File: config.mk
export PLATFORM = sky130hd
export DESIGN_NAME = countdown_timer_mmss
export DESIGN_NICKNAME = d
export VERILOG_FILES = /design/src/rtl/timer_pkg.sv /design/src/rtl/bcd_down_digit.sv /design/src/rtl/countdown_timer_mmss.sv
export SDC_FILE = /design/constraint.sdc
export NUM_CORES = 1
export LEC_CHECK = 0
export CORE_MARGIN = 5
export CORE_UTILIZATION = 40
export CTS_CLUSTER_DIAMETER = 150
export DETAILED_ROUTE_END_ITERATION = 8
export PLACE_DENSITY = 0.84
export SYNTH_ARGS = -nofsm -noshare
export SYNTH_HDL_FRONTEND = slang
export SYNTH_SLANG_ARGS = --single-unit
File: constraint.sdc
create_clock -name clk -period 2.4 [get_ports clk]
set_clock_uncertainty 0.1 [all_clocks]
set_input_delay 0.48 -clock clk [delete_from_list [all_inputs] [get_ports clk]]
set_output_delay 0.48 -clock clk [all_outputs]
set_load 0.02 [all_outputs]
File: src/rtl/timer_pkg.sv
// Shared definitions for the MM:SS countdown timer: state encoding,
// digit widths and default digit moduli.
package timer_pkg;

    typedef enum logic [1:0] {
        IDLE    = 2'd0,
        RUN     = 2'd1,
        PAUSED  = 2'd2,
        EXPIRED = 2'd3
    } state_t;

    localparam int TENS_W  = 3;
    localparam int UNITS_W = 4;

    localparam int DEF_SEC_U_MOD = 10;
    localparam int DEF_SEC_T_MOD = 6;
    localparam int DEF_MIN_U_MOD = 10;
    localparam int DEF_MIN_T_MOD = 6;

endpackage

File: src/rtl/bcd_down_digit.sv
// One down-counting modulo-n digit with a saturating preset load and a
// combinational borrow that enables the next more significant digit.
module bcd_down_digit #(
    parameter int WIDTH   = 4,
    parameter int MODULUS = 10
) (
    input  logic             clk,
    input  logic             reset,
    input  logic             load,
    input  logic [WIDTH-1:0] load_val,
    input  logic             en,
    output logic [WIDTH-1:0] value,
    output logic             borrow_out
);

    localparam logic [WIDTH-1:0] TOP = WIDTH'(MODULUS - 1);

    logic [WIDTH-1:0] load_sat;

    // Out-of-range presets clamp to the largest legal digit.
    always_comb begin
        load_sat = (load_val > TOP) ? TOP : load_val;
    end

    assign borrow_out = en && (value == '0);

    // Digit register: reset, preset load, or decrement with wrap.
    always_ff @(posedge clk) begin
        if (reset) begin
            value <= '0;
        end else if (load) begin
            value <= load_sat;
        end else if (en) begin
            value <= (value == '0) ? TOP : value - WIDTH'(1);
        end
    end

endmodule

File: src/rtl/countdown_timer_mmss.sv
// MM:SS countdown timer: four chained BCD down-digits plus the control FSM
// that handles load/start/pause, one-second decrements and expiry.
module countdown_timer_mmss
    import timer_pkg::*;
#(
    parameter int SEC_U_MOD = DEF_SEC_U_MOD,
    parameter int SEC_T_MOD = DEF_SEC_T_MOD,
    parameter int MIN_U_MOD = DEF_MIN_U_MOD,
    parameter int MIN_T_MOD = DEF_MIN_T_MOD
) (
    input  logic       clk,
    input  logic       reset,
    input  logic       tick,
    input  logic       load,
    input  logic [2:0] set_min_t,
    input  logic [3:0] set_min_u,
    input  logic [2:0] set_sec_t,
    input  logic [3:0] set_sec_u,
    input  logic       start,
    input  logic       pause,
    output logic [2:0] min_t,
    output logic [3:0] min_u,
    output logic [2:0] sec_t,
    output logic [3:0] sec_u,
    output logic       running,
    output logic       expired,
    output logic       done
);

    state_t state;

    logic load_en;
    logic dec_en;
    logic sec_u_borrow;
    logic sec_t_borrow;
    logic min_u_borrow;
    logic unused_min_t_borrow;
    logic count_zero;
    logic hits_zero;

    // Load is ignored while running; pause outranks tick in the same cycle.
    always_comb begin
        load_en    = load && (state != RUN);
        dec_en     = tick && (state == RUN) && !pause;
        count_zero = (min_t == '0) && (min_u == '0) && (sec_t == '0) && (sec_u == '0);
        hits_zero  = dec_en && (min_t == '0) && (min_u == '0) && (sec_t == '0)
                     && (sec_u == UNITS_W'(1));
    end

    bcd_down_digit #(.WIDTH(UNITS_W), .MODULUS(SEC_U_MOD)) u_sec_u (
        .clk        (clk),
        .reset      (reset),
        .load       (load_en),
        .load_val   (set_sec_u),
        .en         (dec_en),
        .value      (sec_u),
        .borrow_out (sec_u_borrow)
    );

    bcd_down_digit #(.WIDTH(TENS_W), .MODULUS(SEC_T_MOD)) u_sec_t (
        .clk        (clk),
        .reset      (reset),
        .load       (load_en),
        .load_val   (set_sec_t),
        .en         (sec_u_borrow),
        .value      (sec_t),
        .borrow_out (sec_t_borrow)
    );

    bcd_down_digit #(.WIDTH(UNITS_W), .MODULUS(MIN_U_MOD)) u_min_u (
        .clk        (clk),
        .reset      (reset),
        .load       (load_en),
        .load_val   (set_min_u),
        .en         (sec_t_borrow),
        .value      (min_u),
        .borrow_out (min_u_borrow)
    );

    bcd_down_digit #(.WIDTH(TENS_W), .MODULUS(MIN_T_MOD)) u_min_t (
        .clk        (clk),
        .reset      (reset),
        .load       (load_en),
        .load_val   (set_min_t),
        .en         (min_u_borrow),
        .value      (min_t),
        .borrow_out (unused_min_t_borrow)
    );

    // Control FSM with registered running/expired/done flags.
    always_ff @(posedge clk) begin
        if (reset) begin
            state   <= IDLE;
            running <= 1'b0;
            expired <= 1'b0;
            done    <= 1'b0;
        end else begin
            done <= 1'b0;
            case (state)
                IDLE, PAUSED: begin
                    if (load) begin
                        state   <= IDLE;
                        running <= 1'b0;
                        expired <= 1'b0;
                    end else if (start && !count_zero) begin
                        state   <= RUN;
                        running <= 1'b1;
                    end
                end
                RUN: begin
                    if (pause) begin
                        state   <= PAUSED;
                        running <= 1'b0;
                    end else if (hits_zero) begin
                        state   <= EXPIRED;
                        running <= 1'b0;
                        expired <= 1'b1;
                        done    <= 1'b1;
                    end
                end
                EXPIRED: begin
                    if (load) begin
                        state   <= IDLE;
                        expired <= 1'b0;
                    end
                end
                default: begin
                    state   <= IDLE;
                    running <= 1'b0;
                    expired <= 1'b0;
                end
            endcase
        end
    end

endmodule

[Word level (Yosys, flattened, before mapping)]
Index checks and enable logic that the tools add are counted.
Cells by class
  reductions and logical operators: 32
  multiplexer cells: 32
  order comparisons: 4
  bitwise operators: 1
  equality and inequality tests: 11
  add/sub/neg operators: 4
Operators with widths (count)
  $mux 4: 8
  $mux 3: 8
  $logic_and 1x1->1: 14
  $mux 2: 5
  $reduce_bool 2->1: 5
  $reduce_and 3->1: 3
  $gt 4x4->1 const B: 2
  $logic_not 4->1: 2
  $mux 1: 8
  $sub 4x1->4 const B: 2
  $gt 3x3->1 const B: 2
  $logic_not 3->1: 2
  $ne 2x2->1 const B: 3
  $ne 3x3->1 const B: 2
  $pmux 2 s3: 1
  $reduce_or 3->1: 2
  $sub 3x1->3 const B: 2
  $eq 2x2->1 const B: 2
  $eq 4x1->1 const B: 1
  $ne 2x1->1 const B: 2
  $pmux 1 s2: 2
  $eq 2x1->1 const B: 1
  $logic_not 1->1: 2
  $logic_not 2->1: 1
  other kinds (2): 2
Word-level totals
  bits of input ports: 20
  output and inout port bits: 17
  flip-flop bits (word level): 19

[Longest topological paths before layout]
Gate-level depths: netlist (run 1).
  depth in word-level cells: 10
  gate-level depth with buffers: 6

[Cells and area by module]
From an unflattened synthesis (run 1), not the netlist that was laid out.
Second synthesis, totals
  cell total of the unflattened synthesis: 129
  area total of the unflattened synthesis: 1108.6 um^2
By module, submodules not included
  bcd_down_digit (u_min_u ...): instances 2, seq. area each 80.1 um^2, area an instance 211.5 um^2, cells an instance 26
  bcd_down_digit (u_min_t ...): instances 2, seq. area each 60.1 um^2, area an instance 190.2 um^2, cells an instance 22
  countdown_timer_mmss: instances 1, seq. area each 100.1 um^2, area an instance 305.3 um^2, cells an instance 33

[Least setup slack after synthesis (run 1)]
No wires, ideal clock.
  path kind: reg2reg
  from: register u_sec_t.value[0]
  to: register running
  cell stages (with the launch flop): 6
  setup slack: 0.390 ns
  arrival time: 1.838 ns
  data required time: 2.228 ns
  clock period less this slack: 2.010 ns
  cell sequence: dfxtp_1 nor4_4 nand4_2 or4b_4 a32oi_1 mux2i_1
Between the ends
  longest elaborated chain between the ends: 7
  elaborated cells between the ends (all ways): 10
  classes of those cells: eq/ne (2); reduce/logical (8)
Ends and longest elaborated chain
  from (decl): line bcd_down_digit.sv:12  | output logic [WIDTH-1:0] value,
  from (signal assigned): line bcd_down_digit.sv:32  | value <= load_sat;
  from (signal assigned): line bcd_down_digit.sv:34  | value <= (value == '0) ? TOP : value - WIDTH'(1);
  $logic_not 3->1 *: line countdown_timer_mmss.sv:45, countdown_timer_mmss.sv:46
  $logic_and 1x1->1 (2 in series): line countdown_timer_mmss.sv:45  | count_zero = (min_t == '0) && (min_u == '0) && (sec_t == '0) && (sec_u == '0);
  $logic_not 1->1: line countdown_timer_mmss.sv:105  | end else if (start && !count_zero) begin
  $logic_and 1x1->1: line countdown_timer_mmss.sv:105
  $ne 3x3->1 (no source line)
  $reduce_and 3->1 (no source line) *
  to (signal assigned): line countdown_timer_mmss.sv:103  | running <= 1'b0;
  to (signal assigned): line countdown_timer_mmss.sv:107  | running <= 1'b1;
  to (signal assigned): line countdown_timer_mmss.sv:113  | running <= 1'b0;
  to (decl): line countdown_timer_mmss.sv:25  | output logic running,
Every way passes the cells marked *; elsewhere a longest branch is shown, timed or not.
A chain may end at the register's enable or synchronous reset.

[Worst setup path in the final report (run 1)]
  from: input pause
  to: register u_min_t.value[1]
Between the ends
  longest elaborated chain between the ends: 6
Ends and longest elaborated chain
  from (decl): line countdown_timer_mmss.sv:20  | input logic pause,
  $logic_not 1->1: line countdown_timer_mmss.sv:44  | dec_en = tick && (state == RUN) && !pause;
  $logic_and 1x1->1: line countdown_timer_mmss.sv:44
  $logic_and 1x1->1 (3 in series): line bcd_down_digit.sv:25  | assign borrow_out = en && (value == '0);
  $reduce_bool 2->1 (no source line)
  to (signal assigned): line bcd_down_digit.sv:32
  to (signal assigned): line bcd_down_digit.sv:34
  to (decl): line bcd_down_digit.sv:12
Every way passes these cells.

==> summary.txt, run 1 <==
Outcome
  – Outcome: finished clean

Critical path
  – Type of the setup path with the least slack: in -> reg
  – CP Cell Sequence: clkdlybuf4s50_1 > and4bb_1 > nand3_1 > buf_4 > nor4_2 > nand2_1 > a311oi_1
  – WP data required: 2.52 ns
  – Critical Path Fanout Max: 6
  – Data arrival, critical path: 2.28 ns
  – Kind of start point of the critical path: input pin
  – CP max-delay cell: clkdlybuf4s50_1
  – Longest individual stage delay on the worst path: 0.42 ns
  – Worst setup path start: pause
  – Crit path capture type: register
  – Family of cells with the greatest summed delay on the critical path: simple AND/OR/NAND/NOR gates
  – R2R Setup Slk: 0.26 ns
  – Number of buffer and inverter instances along the worst setup path: 2
  – Start of the worst register-to-register path: u_sec_t.value[0]

Synth
  – Synth Warn #: 0
  – Cell type with the largest total area after synthesis: dfxtp_1
  – Most frequent cells after synthesis: 19 x dfxtp_1, 18 x nor2_1, 10 x a211oi_1, 10 x nand2_1, 8 x a21oi_1
  – Sequential-to-total area share from yosys stat: 36.3%
  – Proportion of netlist area held by the largest area contributor: 36.3%
  – Number of nets produced by synthesis: 147
  – Syn Area/Cell: 8.25 um^2
  – Cell count after synthesis: 127
  – Area of the mapped netlist: 0.00105 mm^2
  – Area contributors post-synth: dfxtp_1 36%, a211oi_1 7.2%, nor2_1 6.5%
  – Share of synthesized flip-flops with an asynchronous set or reset: 0%
  – Post-synthesis register bit count: 19
  – Ys flop type: dfxtp_1
  – Number of distinct library cells after synthesis: 37
  – Cell with the most instances after synthesis: dfxtp_1
  – Number of enable-type register cells in the synthesized netlist: 0

Final layout
  – Final cell utilization of the core: 60.8%
  – Number of nets at the end of the flow: 192
  – Diodes inserted: 0
  – Area added between synthesis and finish: 45.2%
  – Number of filler cells placed in the layout: 231
  – Fraction of layout instances using a drive strength above 1: 11.7%

Timing
  – Transition time of the tightest slew-check pin: 0.502 ns
  – Max-slew violations: 0
  – Worst hold slack across all endpoints: 0.381 ns
  – Slew HR: 66.2%
  – Period utilisation layout: 89.9%
  – Minimum clock period after layout: 2.16 ns
  – Maximum clock frequency: 0.464 GHz
  – Unrepaired setup endpoints after global routing: no
  – Sum of negative setup slack: 0 ns
  – Total setup violations reported at the end of the flow: 0
  – Number of endpoints with negative hold slack in the final report: 0

Power
  – LEAKAGE: 0.555 nW
  – Power after layout: 0.000749 W
  – Ratio of total power to cell area: 493 mW/mm^2
  – Worst vdd ir: 0.000289 V

Clock tree
  – Hold_buf cts: 0
  – Number of buffers inserted during clock tree synthesis: 3
  – Post-CTS Resized: 0
  – CTS tree: yes
  – TritonCTS sink count: 19
  – CTS Root Buffer Type: clkbuf_4
  – Largest buffer count on any clock path: 2
  – Worst skew pair latency: 0.30 ns
  – Clk pin slew, worst setup/hold paths: 0.11 ns
  – Count of H-tree levels built during CTS: 1
  – Setup Buffers After CTS: 0

GRT
  – Sum of overflow across all layers after global routing: 0
  – Wire length of the first global-routing pass: 4.89 mm
  – Total GRT Usage: 17.1%
  – Number of global-route vias before repair: 1090
  – Number of antenna violations at the first check in global routing: 0
  – Maximum number of pins on one net before global-route repair: 15

Placed design
  – GP Congestion: 0.772
  – HPWL after detailed placement: 2.31 mm
  – Number of input and output port buffers inserted: 36

Route
  – Antenna Nets Post-Route: 0
  – DRT Wirelength: 2.94 mm
  – Wire per inst: 14.6 um
  – First-iteration detailed-routing DRC count: 29
  – Number of vias per cell after detailed routing: 5.60
  – Final routed DRC violation total: 0
  – Drt first pass iters: 4
  – Routed via count: 1125

Floorplanning
  – Number of I/O pins: 37
  – Full die area: 0.00374 mm^2
  – Standard-cell row count: 18
  – Starting density of the core: 41.9%
  – Placeable core region: 0.00250 mm^2
  – X dimension of the die: 61.2 um
  – Overall die height: 61.2 um

Worst hold path
  – Hold Path Origin: expired
  – Hold Crit Class: reg -> reg

Job
  – Reported max-cap violation count: 0
[area by class of cell]
type                            instances  area (um^2)  share of cell area [%]
Timing Repair Buffer                   45          428                    28.1
Clock buffer                            3         22.5                    1.48
Clock inverter                          1         5.00                   0.329
Sequential cell                        19          380                    25.0
Multi-Input combinational cell         96          621                    40.8
Tap cell                               30         37.5                    2.47
Inverter                                7         26.3                    1.73
[path summary, 6_finish.rpt]
kind                            to  depth (start not counted)
setup / recovery  u_min_t.value[1]                          7
hold / removal             expired                          2
setup reg to reg           running                          5
hold reg to reg            expired                          2
[state kept, by name, summed over array words and instances (netlist names)]
signal / flops
expired: 1
state: 2
running: 1
u_sec_t.value: 3
u_sec_u.value: 4
done: 1
u_min_u.value: 4
u_min_t.value: 3
[per-stage QoR]
step,instances,setup slack (ns),instance area [um^2]
floorplan,127,0.390,1050
global placement,197,0.0263,1490
detailed placement,197,-0.0428,1490
CTS,201,0.259,1520
global route,201,0.107,1520
finish,201,0.244,1520
[tightest hold or removal path: stages, from the launching register on]
cell and delay, ns:
dfxtp_1 0.33, nand2_1 0.05, a21oi_1 0.06
[placed cells by master, fill, tap and decap left out, types with 4 or more instances in the layout]
cell              n
buf_4             9
dfxtp_1          19
nand2_1          10
clkdlybuf4s50_1  36
nor2_1           18
xnor2_1           4
inv_1             7
nand2b_1          4
a211oi_1         10
a21oi_1           8
nor3_1            5
[report_power, final]
group / leakage (nW) / switching [W] / internal (W) / total (W)
Combinational: 0.381 / 0.000104 / 0.000110 / 0.000214
Clock: 0.0177 / 0.000105 / 0.0000621 / 0.000167
Sequential: 0.157 / 0.0000311 / 0.000337 / 0.000368
Total: 0.555 / 0.000240 / 0.000509 / 0.000749
[routing by layer]
layer  track usage (%)  vias up  share of wire [%]
met2              31.1       33                 50
met3              3.35        2                5.2
met1              20.8      532                 44
met5                 0        -                  0
li1                  -      558                  -
met4              3.72        0               0.58
[logic make-up (layout without fill, tap and decap cells)]
family | Yosys count | in the layout | synth area share [%]
buf+inv | 12 | 56 | 4.42
simple gates | 55 | 55 | 30.2
xor+xnor | 5 | 5 | 4.18
mux | 3 | 3 | 2.99
flops | 19 | 19 | 36.3
compound gates | 33 | 33 | 21.9
Power figures use the tool's default switching activity.
==> run 2, diff against run 1 <==
Settings changed: RECOVER_POWER set to 50.
==> summary.txt, run 2 (synthesis gave the netlist of run 1 again) <==
Critical path
  – Data arrival, critical path: 2.32 ns (+0.04 ns)
  – Family of cells with the greatest summed delay on the critical path: simple AND/OR/NAND/NOR gates
  – Crit path capture type: register
  – WP data required: 2.54 ns (+0.02 ns)
  – Longest individual stage delay on the worst path: 0.58 ns (+0.16 ns)
  – R2R Setup Slk: 0.22 ns (-0.04 ns)
  – Reg2reg path depth: 5 (unchanged)
  – CP max-delay cell: or4b_1
  – Type of the setup path with the least slack: reg -> reg
  – Start of the worst register-to-register path: u_sec_t.value[0]
  – Crit Reg-Reg Endpoint: running
  – CP Cell Sequence: nor4_4 > nand4_2 > or4b_1 > a32oi_1 > mux2i_1
  – Critical Path Fanout Max: 8 (+2)
  – Number of buffer and inverter instances along the worst setup path: 0 (-2)
  – Kind of start point of the critical path: register

Worst hold path
  – Hold Path Origin: expired
  – Endpoint of the worst hold-timing path: expired
  – Number of cells on the worst hold path: 2 (unchanged)
  – Hold Crit Class: reg -> reg

Clock tree
  – CTS Root Buffer Type: clkbuf_4
  – Post-CTS Resized: 0 (unchanged)
  – Count of H-tree levels built during CTS: 1 (unchanged)
  – TritonCTS sink count: 19 (unchanged)
  – Hold_buf cts: 0 (unchanged)
  – Largest buffer count on any clock path: 2 (unchanged)
  – CTS tree: yes
  – Number of buffers inserted during clock tree synthesis: 3 (unchanged)
  – Setup Buffers After CTS: 0 (unchanged)
  – Clk pin slew, worst setup/hold paths: 0.11 ns (about the same)
  – Worst skew pair latency: 0.30 ns (about the same)

GRT
  – Wire length of the first global-routing pass: 4.89 mm (unchanged)
  – Number of antenna violations at the first check in global routing: 0 (unchanged)
  – Sum of overflow across all layers after global routing: 0 (unchanged)
  – Number of global-route vias before repair: 1090 (unchanged)
  – Maximum number of pins on one net before global-route repair: 15 (unchanged)
  – Total GRT Usage: 17.1% (unchanged)

Route
  – Drt first pass iters: 4 (unchanged)
  – Wire per inst: 14.6 um (-0.37%)
  – DRT Wirelength: 2.93 mm (-0.37%)
  – Routed via count: 1132 (+0.62%)
  – Antenna Nets Post-Route: 0 (unchanged)
  – First-iteration detailed-routing DRC count: 35 (+21%)
  – Number of vias per cell after detailed routing: 5.63 (+0.62%)
  – Final routed DRC violation total: 0 (unchanged)

Power
  – Relative contribution of the clock network to total power: 22.6% (+0.3 points)
  – LEAKAGE: 0.577 nW (+3.9%)
  – P_int: 0.000504 W (-0.99%)
  – Psw: 0.000240 W (+0.12%)
  – Ratio of total power to cell area: 493 mW/mm^2 (+0.11%)
  – Reg power frac: 49.4% (+0.3 points)
  – Sw frac: 32.3% (+0.24 points)
  – Logic gate share of total power: 28.0% (-0.6 points)
  – Worst vdd ir: 0.000287 V (-0.60%)

Final layout
  – Area of all placed cells without fillers: 0.00151 mm^2 (-0.74%)
  – Area added between synthesis and finish: 44.1%
  – Most frequent standard cell in the layout excluding fill and tap cells: clkdlybuf4s50_1
  – Area of the multi-input gates: 617 um^2 (-0.60%)
  – Number of nets at the end of the flow: 192 (unchanged)
  – Diodes inserted: 0 (unchanged)
  – Registers with the highest flip-flop counts: u_min_u.value x4, u_sec_u.value x4
  – Commonest cells after routing, fill and taps aside: 24 x clkdlybuf4s50_1, 19 x dfxtp_1, 18 x nor2_1
  – Final cell utilization of the core: 60.4% (-0.45 points)
  – Number of filler cells placed in the layout: 237 (+2.6%)
  – Cell Count, Final, Fillers Out: 201 (unchanged)
  – Sequential Area: 380 um^2 (unchanged)
  – Fraction of layout instances using a drive strength above 1: 9.94% (-1.8 points)

Floorplanning
  – Full die area: 0.00374 mm^2 (unchanged)
  – Starting density of the core: 41.9% (unchanged)
  – Placeable core region: 0.00250 mm^2 (unchanged)
  – Standard-cell row count: 18 (unchanged)
  – Number of I/O pins: 37 (unchanged)
  – Overall die height: 61.2 um (unchanged)
  – X dimension of the die: 61.2 um (unchanged)

Timing
  – Period utilisation layout: 90.7% (+0.82 points)
  – Worst path setup slack after routing: 0.224 ns (-0.0196 ns)
  – Sum of negative setup slack: 0 ns (unchanged)
  – Slew HR: 66.3% (about the same)
  – Number of endpoints with negative hold slack in the final report: 0 (unchanged)
  – Unrepaired setup endpoints after global routing: no
  – Transition time of the tightest slew-check pin: 0.501 ns (-0.000250 ns)
  – Total setup violations reported at the end of the flow: 0 (unchanged)
  – Maximum clock frequency: 0.460 GHz (-0.90%)
  – Minimum clock period after layout: 2.18 ns (+0.0196 ns)
  – Max-slew violations: 0 (unchanged)

Outcome
  – Outcome: finished clean

Placed design
  – Cell Area, Placed: 0.00149 mm^2 (unchanged)
  – Placed Cells: 197 (unchanged)
  – GP Congestion: 0.772 (unchanged)
  – Setup slack after placement: -0.0428 ns (unchanged)
  – Number of input and output port buffers inserted: 36 (unchanged)
  – HPWL after detailed placement: 2.31 mm (unchanged)

Job
  – Reported max-cap violation count: 0 (unchanged)
==> run 2: cell count changes in the layout (fill, tap and decap cells not counted) <==
cell             previous run  this run
buf_4                       9         7
and2_1                      2         1
or4b_1                      1         2
clkbuf_1                    0         2
or4b_4                      1         0
dlygate4sd3_1               0        12
and2_0                      0         1
clkdlybuf4s50_1            36        24
==> run 2: worst max path at each step <==
stage                     startpoint          endpoint  slack (ns)  cells after the start
floorplan           u_sec_t.value[0]           running        0.39                      5
global route        u_sec_t.value[0]           running        0.08                      5
CTS                            pause  u_min_t.value[1]        0.26                      7
global placement               pause  u_min_t.value[1]        0.03                      7
detailed placement             pause  u_min_t.value[1]       -0.04                      7
finish              u_sec_t.value[0]           running        0.22                      5
==> run 2: area by class of cell <==
class,count,share of cell area [%]
clock buffer,3,1.49
clock inverter,1,0.332
inverter,7,1.74
multi-input combinational,96,40.9
sequential,19,25.2
tap,30,2.49
timing repair buffer,45,27.9
==> run 2: stage by stage <==
| stage | power [W] | hold slack [ns] |
|---|---|---|
| after floorplan | 0.000481 | 0.391 |
| after global placement | 0.000579 | 0.344 |
| after detailed placement | 0.000588 | 0.361 |
| after CTS | 0.000748 | 0.379 |
| after global routing | 0.000777 | 0.414 |
| final | 0.000745 | 0.379 |
==> run 2: worst reg2reg max path: stages (launching register included) <==
cell and delay [ns]:
dfxtp_1 0.42, nor4_4 0.39, nand4_2 0.15, or4b_1 0.58, a32oi_1 0.29, mux2i_1 0.20
==> run 2: per-layer routing <==
metal,GRT usage (%),part of all wire (%),routed length (um)
met1,20.8,44,1280
met2,31.1,51,1480
met3,3.35,5.3,155
met4,3.72,0.58,17
met5,0,0,0
==> run 2: power by group through the flow <==
stage,sequential (W),clock (W),combinational (W)
finish,0.000368,0.000168,0.000209
global route,0.000371,0.000180,0.000227
detailed placement,0.000375,0,0.000213
CTS,0.000368,0.000166,0.000214
global placement,0.000373,0,0.000206
floorplan,0.000395,0,0.0000859
==> run 3, diff against run 2 <==
Settings changed: SLEW_MARGIN set to 10.
==> results of run 3 <==
No change in the layout: final DEF, timing and power equal those of run 2.
==> RTL change: new RTL, config.mk and constraints of run 1 <==
The 4 states of `state_t` get a Gray code encoding in 2 bits.
--- a/src/rtl/timer_pkg.sv
+++ b/src/rtl/timer_pkg.sv
@@ -5,6 +5,6 @@
     typedef enum logic [1:0] {
-        IDLE    = 2'd0,
-        RUN     = 2'd1,
-        PAUSED  = 2'd2,
-        EXPIRED = 2'd3
+        IDLE    = 2'b00,
+        RUN     = 2'b01,
+        PAUSED  = 2'b11,
+        EXPIRED = 2'b10
     } state_t;
Check against the original RTL: no difference found for any inputs over 10 cycles, from zero or initial values and one cycle with reset high; not proved beyond that.
==> RTL change against run 1 <==
Routed wire length grew 4.1%. Power grew 26%. Cell area grew 4.5%. Cell count grew 2.5%. Synthesized cell count grew 9.4%. Non-clock buffer count shrank 6. Sequential cell count is the same. Setup slack gained 73 ps. Critical path depth shrank 2. Area after synthesis grew 14%.
==> RTL change: results (changes against run 1) <==
* Status: finished, final reports clean
* WL met3 at 164 microns (+6.5%)
* Post-synthesis sequential area ratio at 31.9% (-4.4 points)
* P_leak at 0.580 nW (+4.3%)
* Via count of the first global-routing pass at 1242 (+14%)
* Final-layout fill cell count at 267 (+16%)
* Met2 usage at 27.3% (-3.8 points)
* Crit path largest cell delay at 510 ps (+90 ps)
* CTS Buf Count at 3 (unchanged)
* DR vias/cell at 5.83 (+4.3%)
* Post-DP HPWL at 2360 microns (+2.1%)
* Layout cell share with drive strength beyond 1 at 10.9% (-0.84 points)
* Unique masters post-synth at 45 (+22%)
* Largest net degree at the start of global routing at 20 (+5)
* Wire length on met2 at 1560 microns (+5.1%)
* Switching fraction of total power at 37.2% (+5.2 points)
* Global Route Usage Sum at 15.9% (-1.2 points)
* First-pass GRT wire length at 5390 microns (+10%)
* H-tree Lvls at 1 (unchanged)
* Worst-path fanout max at 7 (+1)
* Worst path arrival time at 2150 ps (-130 ps)
* Max VDD drop at 0.000319 V (+10%)
* DRT Wirelength at 3060 microns (+4.1%)
* Detailed router's first-iteration violation count at 37 (+28%)
* Nets@finish at 199 (+3.6%)
* Top cells by area, synth: dfxtp_1, nor2_1, a211oi_1
* Wl on met1 at 1310 microns (+1.7%)
* Placer Congestion at 0.774 (+0.25%)
* Slowest stage cell on the critical path: dfxtp_1
* Met3 Resource Use GR at 4.15% (+0.79 points)
==> RTL change: cell types whose count changed in the layout (fill, tap and decap cells not counted), sizes merged, moves of 3 or more <==
cell,run 1,this run
o31ai,3,0
buf,9,3
a221oi,0,3
nand2b,4,1
o21ai,2,7
ha,0,3
nor3,5,8
nand4,1,4
==> RTL change: stage by stage <==
step | setup slack (ps) | instance area (sq um) | std cells
3_5_place_dp | 72.1 | 1560 | 202
3_3_place_gp | 132 | 1560 | 202
4_1_cts | 307 | 1590 | 206
6_report | 316 | 1590 | 206
5_1_grt | 64.4 | 1590 | 206
2_1_floorplan | 527 | 1190 | 139
==> RTL change: worst paths after layout <==
kind	start	end	slack, ps	depth (start not counted)
worst min-delay path	expired	expired	410	2
worst max-delay path	u_sec_u.value[0]	state[1]	320	5
worst max register to register	u_sec_u.value[0]	state[1]	320	5
worst min register to register	expired	expired	410	2
==> RTL change: power groups by stage <==
stage                     Combinational, mW  Sequential [mW]  Clock [mW]
after CTS                             0.370            0.409       0.169
after floorplan                       0.201            0.442           0
after detailed placement              0.365            0.416           0
after global routing                  0.404            0.417       0.185
after global placement                0.358            0.413           0
final                                 0.367            0.410       0.169
==> RTL change: layout make-up <==
type                       count  area share [%]
clock inverter                 1           0.315
sequential                    19            23.9
tap                           31            2.44
timing repair buffer          39            24.1
inverter                       7            1.65
multi-input combinational    106            46.1
clock buffer                   3            1.42
==> RTL change: logic make-up (layout without fill, tap and decap cells) <==
logic type,Yosys count,after routing,synth area share [%]
adder cells (fa/ha/maj),3,3,3.15
AND/OR/NAND/NOR,57,57,29.4
flip-flops,19,19,31.9
multiplexers,1,1,0.840
XOR/XNOR,7,7,5.15
buffers and inverters,14,50,6.51
AO/OA/AOI/OAI,38,38,23.0
